## config.mk

```make
export PLATFORM = sky130hd
export DESIGN_NAME = ex_alu_stage
export DESIGN_NICKNAME = d
export VERILOG_FILES = /design/src/rtl/alu_pkg.sv /design/src/rtl/alu_core.sv /design/src/rtl/ex_alu_stage.sv
export SDC_FILE = /design/constraint.sdc
export NUM_CORES = 1
export LEC_CHECK = 0
export ABC_CLOCK_PERIOD_IN_PS = 2900
export BUFFER_PORTS_ARGS = -buffer_cell sky130_fd_sc_hd__buf_2
export CORE_MARGIN = 2
export CORE_UTILIZATION = 42
export CTS_BUF_LIST = sky130_fd_sc_hd__clkbuf_4 sky130_fd_sc_hd__clkbuf_8 sky130_fd_sc_hd__clkbuf_16
export CTS_CLUSTER_DIAMETER = 60
export CTS_CLUSTER_SIZE = 40
export DETAILED_ROUTE_END_ITERATION = 8
export PLACE_DENSITY_LB_ADDON = 0.15
export SETUP_SLACK_MARGIN = 0.3
export SLEW_MARGIN = 40
export SYNTH_ARGS = -nofsm -noshare
export SYNTH_HDL_FRONTEND = slang
export SYNTH_HIERARCHICAL = 1
export SYNTH_SLANG_ARGS = --single-unit
```

## constraint.sdc

```tcl
create_clock -name clk -period 2.9 [get_ports clk]
set_clock_uncertainty 0.15 [all_clocks]
set_input_delay 0.58 -clock clk [delete_from_list [all_inputs] [get_ports clk]]
set_output_delay 0.58 -clock clk [all_outputs]
set_load 0.01 [all_outputs]
```

## src/rtl/alu_pkg.sv

```systemverilog
`default_nettype none
// +----------------------------------------------------------------------+
// | Module      : alu_pkg                                                |
// | Description : Shared types for the execute stage: ALU control codes, |
// |               NZCV flag bundle and operand width.                    |
// | Revision    : 1.0 - initial release                                  |
// +----------------------------------------------------------------------+
package alu_pkg;

  localparam int DATA_W = 64;

  typedef enum logic [2:0] {
    ALU_PASS_B = 3'b000,
    ALU_ADD    = 3'b010,
    ALU_SUB    = 3'b011,
    ALU_AND    = 3'b100,
    ALU_OR     = 3'b101,
    ALU_XOR    = 3'b110
  } alu_ctrl_e;

  typedef struct packed {
    logic n;
    logic z;
    logic c;
    logic v;
  } alu_flags_t;

  // Codes 001 and 111 have no operation assigned.
  function automatic logic is_legal_ctrl(input logic [2:0] ctrl);
    return !((ctrl == 3'b001) || (ctrl == 3'b111));
  endfunction

endpackage
`default_nettype wire

```

## src/rtl/alu_core.sv

```systemverilog
`default_nettype none
// +----------------------------------------------------------------------+
// | Module      : alu_core                                               |
// | Description : Purely combinational ALU. Computes result and NZCV for |
// |               the given control code and flags unassigned codes.     |
// | Revision    : 1.0 - initial release                                  |
// +----------------------------------------------------------------------+
module alu_core #(
  parameter int DATA_W = alu_pkg::DATA_W
) (
  input  logic [2:0]        ctrl_i,
  input  logic [DATA_W-1:0] a_i,
  input  logic [DATA_W-1:0] b_i,
  output logic [DATA_W-1:0] result_o,
  output alu_pkg::alu_flags_t flags_o,
  output logic              illegal_o
);
  import alu_pkg::*;

  logic              is_sub;
  logic [DATA_W-1:0] b_opnd;
  logic [DATA_W:0]   sum;
  logic              sum_ovf;

  // Shared adder: subtraction is A + ~B + 1 so carry-out means "no borrow".
  always_comb begin
    is_sub  = (ctrl_i == ALU_SUB);
    b_opnd  = is_sub ? ~b_i : b_i;
    sum     = {1'b0, a_i} + {1'b0, b_opnd} + {{DATA_W{1'b0}}, is_sub};
    sum_ovf = (a_i[DATA_W-1] == b_opnd[DATA_W-1]) &&
              (sum[DATA_W-1] != a_i[DATA_W-1]);
  end

  // Result mux and flag generation; C and V are only meaningful for add/sub.
  always_comb begin
    result_o  = '0;
    flags_o   = '0;
    illegal_o = !is_legal_ctrl(ctrl_i);
    case (ctrl_i)
      ALU_PASS_B: result_o = b_i;
      ALU_ADD, ALU_SUB: begin
        result_o  = sum[DATA_W-1:0];
        flags_o.c = sum[DATA_W];
        flags_o.v = sum_ovf;
      end
      ALU_AND: result_o = a_i & b_i;
      ALU_OR:  result_o = a_i | b_i;
      ALU_XOR: result_o = a_i ^ b_i;
      default: result_o = '0;
    endcase
    flags_o.n = result_o[DATA_W-1];
    flags_o.z = (result_o == '0);
  end

endmodule
`default_nettype wire

```

## src/rtl/ex_alu_stage.sv

```systemverilog
`default_nettype none
// +----------------------------------------------------------------------+
// | Module      : ex_alu_stage                                           |
// | Description : Execute stage. Runs alu_core, registers the result in  |
// |               the EX/MEM register behind a valid/ready handshake and |
// |               holds the architectural NZCV register.                 |
// |               Optional macro EX_ILLEGAL_TRAP_EN adds a sticky        |
// |               illegal_op trap output.                                |
// | Revision    : 1.0 - initial release                                  |
// +----------------------------------------------------------------------+
module ex_alu_stage #(
  parameter int DATA_W = alu_pkg::DATA_W,
  parameter int REG_W  = 5
) (
  input  logic              clk,
  input  logic              reset_n,
  input  logic              in_valid,
  output logic              in_ready,
  input  logic [2:0]        ALU_ctrl,
  input  logic [DATA_W-1:0] op_a,
  input  logic [DATA_W-1:0] op_b,
  input  logic              set_flags,
  input  logic [REG_W-1:0]  rd_in,
  input  logic              reg_write_in,
  input  logic              flush,
  output logic              out_valid,
  input  logic              out_ready,
  output logic [DATA_W-1:0] result,
  output logic [REG_W-1:0]  rd_out,
  output logic              reg_write_out,
  output logic              flag_n,
  output logic              flag_z,
  output logic              flag_v,
  output logic              flag_c,
  output logic              cond_lt
`ifdef EX_ILLEGAL_TRAP_EN
  ,
  output logic              illegal_op
`endif
);
  import alu_pkg::*;

  logic [DATA_W-1:0] alu_result;
  alu_flags_t        alu_flags;
  logic              alu_illegal;
  logic              accept;

  logic              out_valid_q, out_valid_d;
  logic [DATA_W-1:0] result_q,    result_d;
  logic [REG_W-1:0]  rd_q,        rd_d;
  logic              reg_write_q, reg_write_d;
  alu_flags_t        flags_q,     flags_d;

  alu_core #(
    .DATA_W (DATA_W)
  ) u_alu_core (
    .ctrl_i    (ALU_ctrl),
    .a_i       (op_a),
    .b_i       (op_b),
    .result_o  (alu_result),
    .flags_o   (alu_flags),
    .illegal_o (alu_illegal)
  );

  // Ready whenever the output slot is empty or being drained this cycle.
  always_comb begin
    in_ready = !out_valid_q || out_ready;
    accept   = in_valid && in_ready && !flush;
  end

  // Next state: flush wins, then accept (may overlap a drain), then drain.
  always_comb begin
    out_valid_d = out_valid_q;
    result_d    = result_q;
    rd_d        = rd_q;
    reg_write_d = reg_write_q;
    flags_d     = flags_q;
    if (flush) begin
      out_valid_d = 1'b0;
    end else if (accept) begin
      out_valid_d = 1'b1;
      result_d    = alu_result;
      rd_d        = rd_in;
      reg_write_d = reg_write_in && !alu_illegal;
      if (set_flags && !alu_illegal) begin
        flags_d = alu_flags;
      end
    end else if (out_ready) begin
      out_valid_d = 1'b0;
    end
  end

  // EX/MEM pipeline register and architectural flag register.
  always_ff @(posedge clk or negedge reset_n) begin
    if (!reset_n) begin
      out_valid_q <= 1'b0;
      result_q    <= '0;
      rd_q        <= '0;
      reg_write_q <= 1'b0;
      flags_q     <= '0;
    end else begin
      out_valid_q <= out_valid_d;
      result_q    <= result_d;
      rd_q        <= rd_d;
      reg_write_q <= reg_write_d;
      flags_q     <= flags_d;
    end
  end

`ifdef EX_ILLEGAL_TRAP_EN
  logic illegal_q;

  // Sticky trap: set on accepting an unassigned code, cleared only by reset.
  always_ff @(posedge clk or negedge reset_n) begin
    if (!reset_n) begin
      illegal_q <= 1'b0;
    end else if (accept && alu_illegal) begin
      illegal_q <= 1'b1;
    end
  end

  assign illegal_op = illegal_q;
`endif

  assign out_valid     = out_valid_q;
  assign result        = result_q;
  assign rd_out        = rd_q;
  assign reg_write_out = reg_write_q;
  assign flag_n        = flags_q.n;
  assign flag_z        = flags_q.z;
  assign flag_c        = flags_q.c;
  assign flag_v        = flags_q.v;
  assign cond_lt       = flags_q.n ^ flags_q.v;

endmodule
`default_nettype wire

```

==> results of run 1 <==
## cell families (layout without fill, tap and decap cells)
kind of cell             count (synthesis)  after routing  share of synthesized area
other                                    0              1                          0
AO/OA/AOI/OAI                          426            426                      0.238
flip-flops                              75             75                      0.156
AND/OR/NAND/NOR                        360            361                      0.146
multiplexers                            96             96                     0.0876
XOR/XNOR                               115            115                     0.0835
buffers and inverters                  228            960                     0.0780
adder cells (fa/ha/maj)                203            203                      0.211
## cell type report
class	instances	area, um2	share of cell area
antenna	1	2.50	0.000127
tap	384	480	0.0243
clock buffer	9	225	0.0114
timing repair buffer	794	5630	0.285
inverter	150	566	0.0286
sequential	75	1880	0.0951
multi-input combinational	1201	10900	0.550
clock inverter	7	105	0.00532
## cells in the final DEF, fill, tap and decap left out, types with 7 or more instances in the layout
cell type  instances
nand2b_1          11
a221oi_1          10
mux2_4             9
a22oi_1           41
buf_2            217
o21ai_2           28
ha_1             191
ha_4               9
o21bai_1           9
a21oi_2           31
clkbuf_16         10
buf_4            536
o22ai_1           15
nand3_1           19
mux2_2            67
xor2_1            10
mux2i_1           19
nand4_1           33
nor2_2             7
nor3_1            18
a21o_1            19
o21ai_0           43
dfrtp_1           75
o21ai_1           19
a21oi_1           62
nor2_1            85
nand2_2            9
a21oi_4           22
o21a_1             8
nand2_1          113
a221o_1            8
o211ai_1          28
xnor2_1           67
xnor2_2           29
inv_1            149
buf_6             33
## power groups by stage
stage	sequential [mW]	clock [mW]	combinational [mW]
after floorplan	1.56	0	2.00
after global placement	1.43	0	4.15
after detailed placement	1.44	0	4.20
after CTS	1.42	1.37	4.43
after global routing	1.45	1.40	5.40
final	1.42	1.34	5.06
## metrics by stage
stage          std cells  hold WS, ns  setup WS, ns
2_1_floorplan       1503        0.134         -2.02
3_3_place_gp        2531        0.334         -2.65
3_5_place_dp        2531        0.340         -2.65
4_1_cts             2564        0.275         -1.94
5_1_grt             2621        0.285         -2.22
6_report            2621        0.288         -2.07
## final timing paths
check                                  end         from  slack, ns  cells after the start
worst max register to register  result[14]    out_valid       1.08                      4
worst min-delay path             rd_out[1]     rd_in[1]       0.29                      2
worst min register to register   result[1]    result[1]       0.35                      1
max in group asynchronous        result[4]      reset_n       1.46                      3
worst max-delay path                flag_z  ALU_ctrl[1]      -2.07                     25
min in group asynchronous        rd_out[0]      reset_n       0.51                      2
## layer usage
layer | vias up | global-route usage | wire, um
met5 | - | 0 | 0
li1 | 6864 | - | -
met4 | 0 | 0.0904 | 1230
met1 | 6862 | 0.422 | 22100
met2 | 511 | 0.510 | 23300
met3 | 68 | 0.0456 | 3020
## critical path: cells and delay by family
family                   cells  cell delay, ns
multiplexers                 1            0.18
XOR/XNOR                     2            0.22
adder cells (fa/ha/maj)      1            0.35
buffers and inverters        8            0.92
AND/OR/NAND/NOR              6            1.41
AO/OA/AOI/OAI                7            1.48
## flip-flops by register name, indices dropped and copies added (netlist names)
name	cells
flag_z	1
flag_v	1
rd_out	5
reg_write_out	1
flag_c	1
out_valid	1
result	64
flag_n	1
## timing repair
| item | 4_1_cts | 5_1_grt |
|---|---|---|
| buffers inserted | 16 | 54 |
| endpoints found under the setup margin | 65 | 66 |
| resized for setup | 91 | 213 |
| endpoints found under the hold margin | 24 | 0 |
| pin swaps | 28 | 85 |
| cloned | 0 | 2 |
| hold buffers | 1 | 0 |
==> impl_metrics.yaml, run 1 <==
logic_synthesis:
  syn-cell-area_um2: 12100
  synth_area_per_cell_um2: 8.03
  synth_seq_cells: 75
  synth-async-reset-ratio: 1.00
  post-synth-top-area-cell: "ha_1"
  yosysMostFrequentCell: "ha_1"
  syn-instance-count: 1503
  synth_edf_count: 0
  yosys.area.top_type_share: 0.209
  yosys-top-cells-count: "202 x ha_1, 150 x inv_1, 123 x nand2_1"
  syn_nets: 1849
  synth.distinct_cells: 83
  synthTopCellsByArea: "ha_1 21%, dfrtp_1 16%, xnor2_1 7.3%, mux2_2 7.1%, inv_1 4.7%"
  synth-main-ff-cell: "dfrtp_1"
  ys_seq_area_frac: 0.156
  yosysWarnings: 6
floorplanning:
  core_um2: 28500
  fp.dieW_um: 174
  dieArea_um2: 30100
  pin_count: 220
  rows: 62
  die_h_um: 174
  start_util: 0.424
setup_path:
  cp_data_required_time_ns: 3.06
  max_stage_delay_ns: 0.54
  arrival_ns: 5.13
  crit_slowest_cell: "or4_1"
  path_max_fanout: 5
  critPathLaunchType: "input port"
  crit_path_frequent_cell: "buf_6"
  critPathCaptureType: "flip-flop"
  crit_type: "input port to flip-flop"
grt:
  grt_pass1_wl_mm: 73.7
  grt_max_degree: 71
  grt_pass1_vias: 13800
  grt-ovfl-total: 0
  grt_use_total: 0.310
  grt_antenna_before_repair: 1
power_and_ir_drop:
  power_leakage_nw: 9.94
  seqPwrFrac: 0.182
  peakVddDrop_uv: 298
  p_per_area_nw_per_um2: 396
  power.internal_mw: 4.63
  fin_total_pwr_mw: 7.83
  p_comb_frac: 0.647
  p_sw_mw: 3.20
  clockPowerShare: 0.171
  p_sw_frac: 0.409
layout:
  drive_gt1_frac: 0.505
  final_area_um2: 19700
  fillers: 2299
  fin_nets: 2577
  area_growth_pct: 63.6
  fin_util: 0.694
drt:
  drtAntennaViolNets: 0
  drt_first_iter_violations: 1108
  drt-total-wl_mm: 49.7
  wire_per_inst_um: 18.9
  dr.pass1.iters: 6
  via_per_inst: 5.46
  vias: 14300
  remaining_drc_errors: 0
place:
  place_area_um2: 17300
  io_buffer_count: 219
  gp_congestion: 0.947
  dpl.hpwl_mm: 38.6
timing:
  fmax_mhz: 201
  setup_tns_ns: -54.27
  finalWorstSetupSlack_ns: -2.07
  drv_slew: 0
  finalHoldViolCount: 0
  finalCritPeriodShare: 1.71
  min_period_ns: 4.97
  setup_violations: 65
  tightest_slew_ns: 0.894
  rsz0062_at_grt: "true"
  max-slew-margin-rel: 0.403
clock_tree:
  clock_latency_ns: 0.36
  cts_buffers: 9
  clk_pin_slew_ns: 0.07
  cts_tree: "built"
  cts_root_buf: "clkbuf_16"
  cts_buffer_depth: 2
  htreeDepth: 3
  clock_sinks: 75
min_path:
  hold_class: "input port to flip-flop"
status:
  violations: "negative setup slack"
  outcome: "complete, but fails checks"
job:
  cap_violations: 0
No activity file was read; power rests on OpenSTA's default activity.
==> run 2: changes to the inputs <==
--- a/config.mk
+++ b/config.mk
@@ -5,7 +5,7 @@
 export SDC_FILE = /design/constraint.sdc
 export NUM_CORES = 1
 export LEC_CHECK = 0
-export ABC_CLOCK_PERIOD_IN_PS = 2900
+export ABC_CLOCK_PERIOD_IN_PS = 5500
 export BUFFER_PORTS_ARGS = -buffer_cell sky130_fd_sc_hd__buf_2
 export CORE_MARGIN = 2
 export CORE_UTILIZATION = 42
==> constraint.sdc (replaced) <==
create_clock -name clk -period 5.5 [get_ports clk]
set_clock_uncertainty 0.15 [all_clocks]
set_input_delay 1.1 -clock clk [delete_from_list [all_inputs] [get_ports clk]]
set_output_delay 1.1 -clock clk [all_outputs]
set_load 0.05 [all_outputs]
==> run 2 against run 1 <==
  * Setup slack better by 1.9 ns
  * Non-clock buffer count decreased by 287
  * The run still ends with negative setup slack left
  * Clock power decreased by 53%
  * Worst hold slack better by 0.064 ns
  * Critical path type unchanged
==> impl_metrics.yaml, run 2 (synthesis results as in run 1) <==
layout:
  final_common_cell: "buf_4"
  fin_util: 0.563
  drive_gt1_frac: 0.341
  diodes: 0
  largest_reg_flops: 64
  fin_nets: 2290
  area_growth_pct: 32.8
  final_cell_mix: "282 x buf_4, 218 x buf_2, 201 x ha_1"
clock_tree:
  clock_latency_ns: 0.36
  clk_pin_slew_ns: 0.08
  cts_buffer_depth: 2
  htreeDepth: 3
  cts_buffers: 9
  cts_root_buf: "clkbuf_16"
  cts_tree: "built"
  cts_hold_buf: 0
  clock_sinks: 75
floorplanning:
  fp.dieW_um: 174
  start_util: 0.424
  dieArea_um2: 30100
  pin_count: 220
  core_um2: 28500
  die_h_um: 174
  rows: 62
timing:
  rsz0062_at_grt: "true"
  finalWorstSetupSlack_ns: -0.138
  tightest_slew_ns: 0.811
  whs_ns: 0.352
  fmax_mhz: 177
  min_period_ns: 5.64
  finalCritPeriodShare: 1.03
  finalHoldViolCount: 0
  max-slew-margin-rel: 0.453
  setup_tns_ns: -0.138
  drv_slew: 0
  setup_violations: 1
grt:
  gr-usage-met1: 0.408
  grt_pass1_vias: 13000
  grt_max_degree: 55
  grt_antenna_before_repair: 0
  grt-ovfl-total: 0
  grt_busiest_layer: "met2"
  grt_pass1_wl_mm: 71.2
  grt_use_met3: 0.0430
  grtUsageMet2: 0.493
  grt_use_total: 0.300
setup_path:
  max_stage_delay_ns: 0.56
  crit_type: "input port to flip-flop"
  worstPathCellList: "buf_2 -> inv_2 -> nor2_4 -> nand2_8 -> xnor2_1 -> ha_1 -> a21oi_2 -> o21ai_2 -> a221oi_4 -> a31oi_4 -> a21oi_2 -> xor2_1 -> o211ai_1 -> or4_1 -> or4_4 -> nor4_4 -> buf_4 -> nand4_1 -> nor4_2 -> mux2_4"
  arrival_ns: 5.80
  critPathLaunchType: "input port"
  critPathCaptureType: "flip-flop"
  path_max_fanout: 11
  crit_slowest_cell: "or4_1"
  crit_path_frequent_cell: "a21oi_2"
  cp_data_required_time_ns: 5.66
drt:
  drt_first_iter_violations: 915
  wire_per_inst_um: 19.4
  drtAntennaViolNets: 0
  drt-total-wl_mm: 45.3
  dr.pass1.iters: 7
  via_per_inst: 5.52
  vias: 12900
  remaining_drc_errors: 0
power_and_ir_drop:
  p_per_area_nw_per_um2: 241
  fin_total_pwr_mw: 3.86
  peakVddDrop_uv: 174
  power_leakage_nw: 8.06
place:
  io_buffer_count: 219
  gp_congestion: 0.941
  dpl.hpwl_mm: 36.5
min_path:
  hold_class: "flip-flop to flip-flop"
status:
  outcome: "complete, but fails checks"
  violations: "negative setup slack"
job:
  cap_violations: 0
run 2: changes by cell type in the layout (fill, tap and decap cells not counted), sizes merged:
cell         delta
clkbuf          -1
buf           -285
bufinv          -2
diode           -1
dlygate4sd3     -1
clkinvlp        +1
clkinv          +1
run 2: layout make-up:
class                           count  area [um2]
Clock buffer                        9         225
Tap cell                          384         480
Inverter                          150         563
Fill cell                        2739       12400
Sequential cell                    75        1880
Clock inverter                      7        57.6
Multi-Input combinational cell   1201        9480
Timing Repair Buffer              507        3350
run 2: stage by stage:
| step | setup WS, ns | std cells | cell area (um2) |
|---|---|---|---|
| after floorplan | 0.0577 | 1503 | 12300 |
| after CTS | -0.0883 | 2333 | 16000 |
| after detailed placement | -0.810 | 2315 | 15600 |
| after global routing | -0.344 | 2333 | 16000 |
| after global placement | -0.802 | 2315 | 15600 |
| final | -0.138 | 2333 | 16000 |
run 2: repair_timing:
action,4_1_cts,5_1_grt
gates cloned,1,0
pin swaps,3,1
setup buffers,1,0
resized for setup,15,10
endpoints found under the setup margin,1,1
hold endpoints to repair,0,0
run 2: path summary, 6_finish.rpt:
kind,startpoint,to,slack [ns],cells past startpoint
min reg2reg,result[16],result[16],0.35,1
min,result[16],result[16],0.35,1
max in group asynchronous,reset_n,result[4],3.70,2
max reg2reg,out_valid,result[4],3.64,4
min in group asynchronous,reset_n,result[59],0.46,1
max,ALU_ctrl[1],flag_z,-0.14,20
run 2: layer usage:
| layer | share of wire | wire [um] |
|---|---|---|
| met1 | 0.47 | 21100 |
| met2 | 0.45 | 20500 |
| met3 | 0.061 | 2770 |
| met4 | 0.022 | 1010 |
| met5 | 0 | 0 |
run 2: report_power, final:
group	internal, mW	switching [mW]	leakage, nW
clock network	0.315	0.312	0.135
logic	0.978	1.51	6.98
registers	0.683	0.0621	0.942
run 2: worst max-delay path: cells and delay by family:
family                     cells  cell delay, ns
buffers and inverters          3            0.30
adders and majority gates      1            0.37
and+or+nand+nor                7            2.12
xor gates and xnor gates       2            0.37
muxes                          1            0.17
AOI/OAI and AO/OA              6            1.33
==> run 3: changes to the inputs <==
--- a/config.mk
+++ b/config.mk
@@ -6,15 +6,15 @@
 export NUM_CORES = 1
 export LEC_CHECK = 0
 export ABC_CLOCK_PERIOD_IN_PS = 5500
-export BUFFER_PORTS_ARGS = -buffer_cell sky130_fd_sc_hd__buf_2
 export CORE_MARGIN = 2
 export CORE_UTILIZATION = 42
 export CTS_BUF_LIST = sky130_fd_sc_hd__clkbuf_4 sky130_fd_sc_hd__clkbuf_8 sky130_fd_sc_hd__clkbuf_16
 export CTS_CLUSTER_DIAMETER = 60
 export CTS_CLUSTER_SIZE = 40
 export DETAILED_ROUTE_END_ITERATION = 8
+export DONT_BUFFER_PORTS = 1
 export PLACE_DENSITY_LB_ADDON = 0.15
-export SETUP_SLACK_MARGIN = 0.3
+export SETUP_SLACK_MARGIN = 0.5
 export SLEW_MARGIN = 40
 export SYNTH_ARGS = -nofsm -noshare
 export SYNTH_HDL_FRONTEND = slang
==> run 3 against run 2 <==
  * The flow now finishes without violations
  * Via count is 8.9% lower
  * Sequential share of layout area is 1.5 points higher
  * Die area stayed put
  * Wire length is 5.6% lower
  * First-iteration DRC count is 2.0% higher
  * Flip-flop and latch count stayed put
==> impl_metrics.yaml, run 3 (synthesis results as in run 1) <==
setup_path:
  cp.buffers_inverters: 4
  path_max_fanout: 36
  critPathLaunchType: "input port"
  worstPathCellList: "inv_2 -> nor2_4 -> nand2_8 -> buf_4 -> xnor2_1 -> ha_1 -> o21a_1 -> o22ai_2 -> o21a_1 -> buf_4 -> a21oi_2 -> o21ai_1 -> or4_4 -> or4_4 -> nor4b_4 -> nand4_1 -> nor4_4 -> buf_4 -> nand4_1 -> nor4_2 -> mux2_4"
  crit_type: "input port to flip-flop"
  crit_path_frequent_cell: "buf_4"
  cp_top_family: "simple AND/OR/NAND/NOR gates"
  cp_data_required_time_ns: 5.65
  crit_slowest_cell: "or4_4"
  arrival_ns: 5.45
  critPathCaptureType: "flip-flop"
  ff2ff_setup_slack_ns: 3.38
  max_stage_delay_ns: 0.56
drt:
  vias: 11700
  drtAntennaViolNets: 0
  drt_first_iter_violations: 933
  remaining_drc_errors: 0
  dr.pass1.iters: 6
  wire_per_inst_um: 21.2
  drt-total-wl_mm: 42.8
  via_per_inst: 5.80
grt:
  grt_use_total: 0.279
  grt_antenna_before_repair: 0
  grt_max_degree: 76
  grt_pass1_vias: 11600
  grt_busiest_layer: "met2"
  gr-usage-met1: 0.378
  grt_use_met3: 0.0625
  grt_pass1_wl_mm: 66.3
  grtUsageMet2: 0.454
  grt-ovfl-total: 0
clock_tree:
  cts_tree: "built"
  clk_pin_slew_ns: 0.07
  cts_buffers: 9
  clock_sinks: 75
  cts_root_buf: "clkbuf_16"
  htreeDepth: 3
  cts_buffer_depth: 2
  clock_latency_ns: 0.36
layout:
  fin_nets: 1980
  diodes: 0
  final_common_cell: "ha_1"
  final_cell_mix: "198 x ha_1, 194 x buf_4, 149 x inv_1"
  final_area_um2: 14300
  largest_reg_flops: 64
  area_growth_pct: 18.1
  drive_gt1_frac: 0.223
place:
  place_area_um2: 13800
  gp_congestion: 0.934
  dpl.hpwl_mm: 34.3
  io_buffer_count: 0
  dp_slack_ns: -0.560
floorplanning:
  die_h_um: 174
  dieArea_um2: 30100
  pin_count: 220
  fp.dieW_um: 174
  core_um2: 28500
  rows: 62
  start_util: 0.424
power_and_ir_drop:
  clockPowerShare: 0.176
  power.internal_mw: 1.75
  power_leakage_nw: 6.71
  p_sw_frac: 0.495
  p_sw_mw: 1.72
  peakVddDrop_uv: 159
  p_per_area_nw_per_um2: 244
  p_comb_frac: 0.465
  fin_total_pwr_mw: 3.48
  seqPwrFrac: 0.359
timing:
  tightest_slew_ns: 0.857
  finalHoldViolCount: 0
  finalCritPeriodShare: 0.965
  setup_violations: 0
  max-slew-margin-rel: 0.428
  drv_slew: 0
  min_period_ns: 5.30
  rsz0062_at_grt: "true"
  finalWorstSetupSlack_ns: 0.195
  fmax_mhz: 189
job:
  cap_violations: 0
min_path:
  hold_class: "input port to asynchronous set/reset pin"
status:
  outcome: "complete, no violations"
==> run 3: layer usage <==
layer  vias to the layer above  part of all wire
li1                       5653                 -
met1                      5657              0.45
met2                       388              0.45
met3                        41             0.077
met4                         0             0.019
met5                         -                 0
==> run 3: per-stage QoR <==
stage / setup TNS, ns / cells / hold slack, ns / util
5_1_grt: -0.0708 / 2023 / 0.258 / 0.501
4_1_cts: 0 / 2023 / 0.265 / 0.498
2_1_floorplan: 0 / 1503 / 0.654 / -
3_5_place_dp: -0.560 / 2006 / 0.656 / 0.485
6_report: 0 / 2023 / 0.279 / 0.501
3_3_place_gp: -0.556 / 2006 / 0.656 / 0.484
==> run 3: final timing paths <==
kind	from	cells past startpoint	endpoint
setup / recovery	ALU_ctrl[1]	21	flag_z
min in group clk	flush	1	out_valid
max in group asynchronous	reset_n	0	result[19]
hold / removal	reset_n	0	rd_out[0]
setup reg to reg	out_valid	4	result[2]
hold reg to reg	result[46]	1	result[46]
==> run 3: area by class of cell <==
type	count	area, um2
Clock inverter	7	57.6
Inverter	150	563
Sequential cell	75	1880
Clock buffer	9	225
Multi-Input combinational cell	1200	9510
Tap cell	384	480
Timing Repair Buffer	198	1540
Fill cell	2846	14200
==> run 3: what timing repair did <==
| action | CTS | global route |
|---|---|---|
| resized for setup | 21 | 13 |
| pin swaps | 6 | 3 |
| hold buffers | 0 | 0 |
| endpoints found under the setup margin | 1 | 3 |
| buffers inserted | 1 | 0 |
==> run 3: power by group through the flow <==
stage | logic [mW] | clock network, mW | registers, mW
6_report | 1.62 | 0.613 | 1.25
5_1_grt | 1.77 | 0.659 | 1.26
4_1_cts | 1.59 | 0.635 | 1.25
3_5_place_dp | 1.56 | 0 | 1.26
3_3_place_gp | 1.55 | 0 | 1.26
2_1_floorplan | 1.03 | 0 | 1.23
==> run 3: worst reg2reg max path, cell delays in order, from the launching register on <==
cell and delay, ns:
dfrtp_1 0.56, nor2b_4 0.24, nor3b_4 0.17, buf_4 0.44, mux2_2 0.44
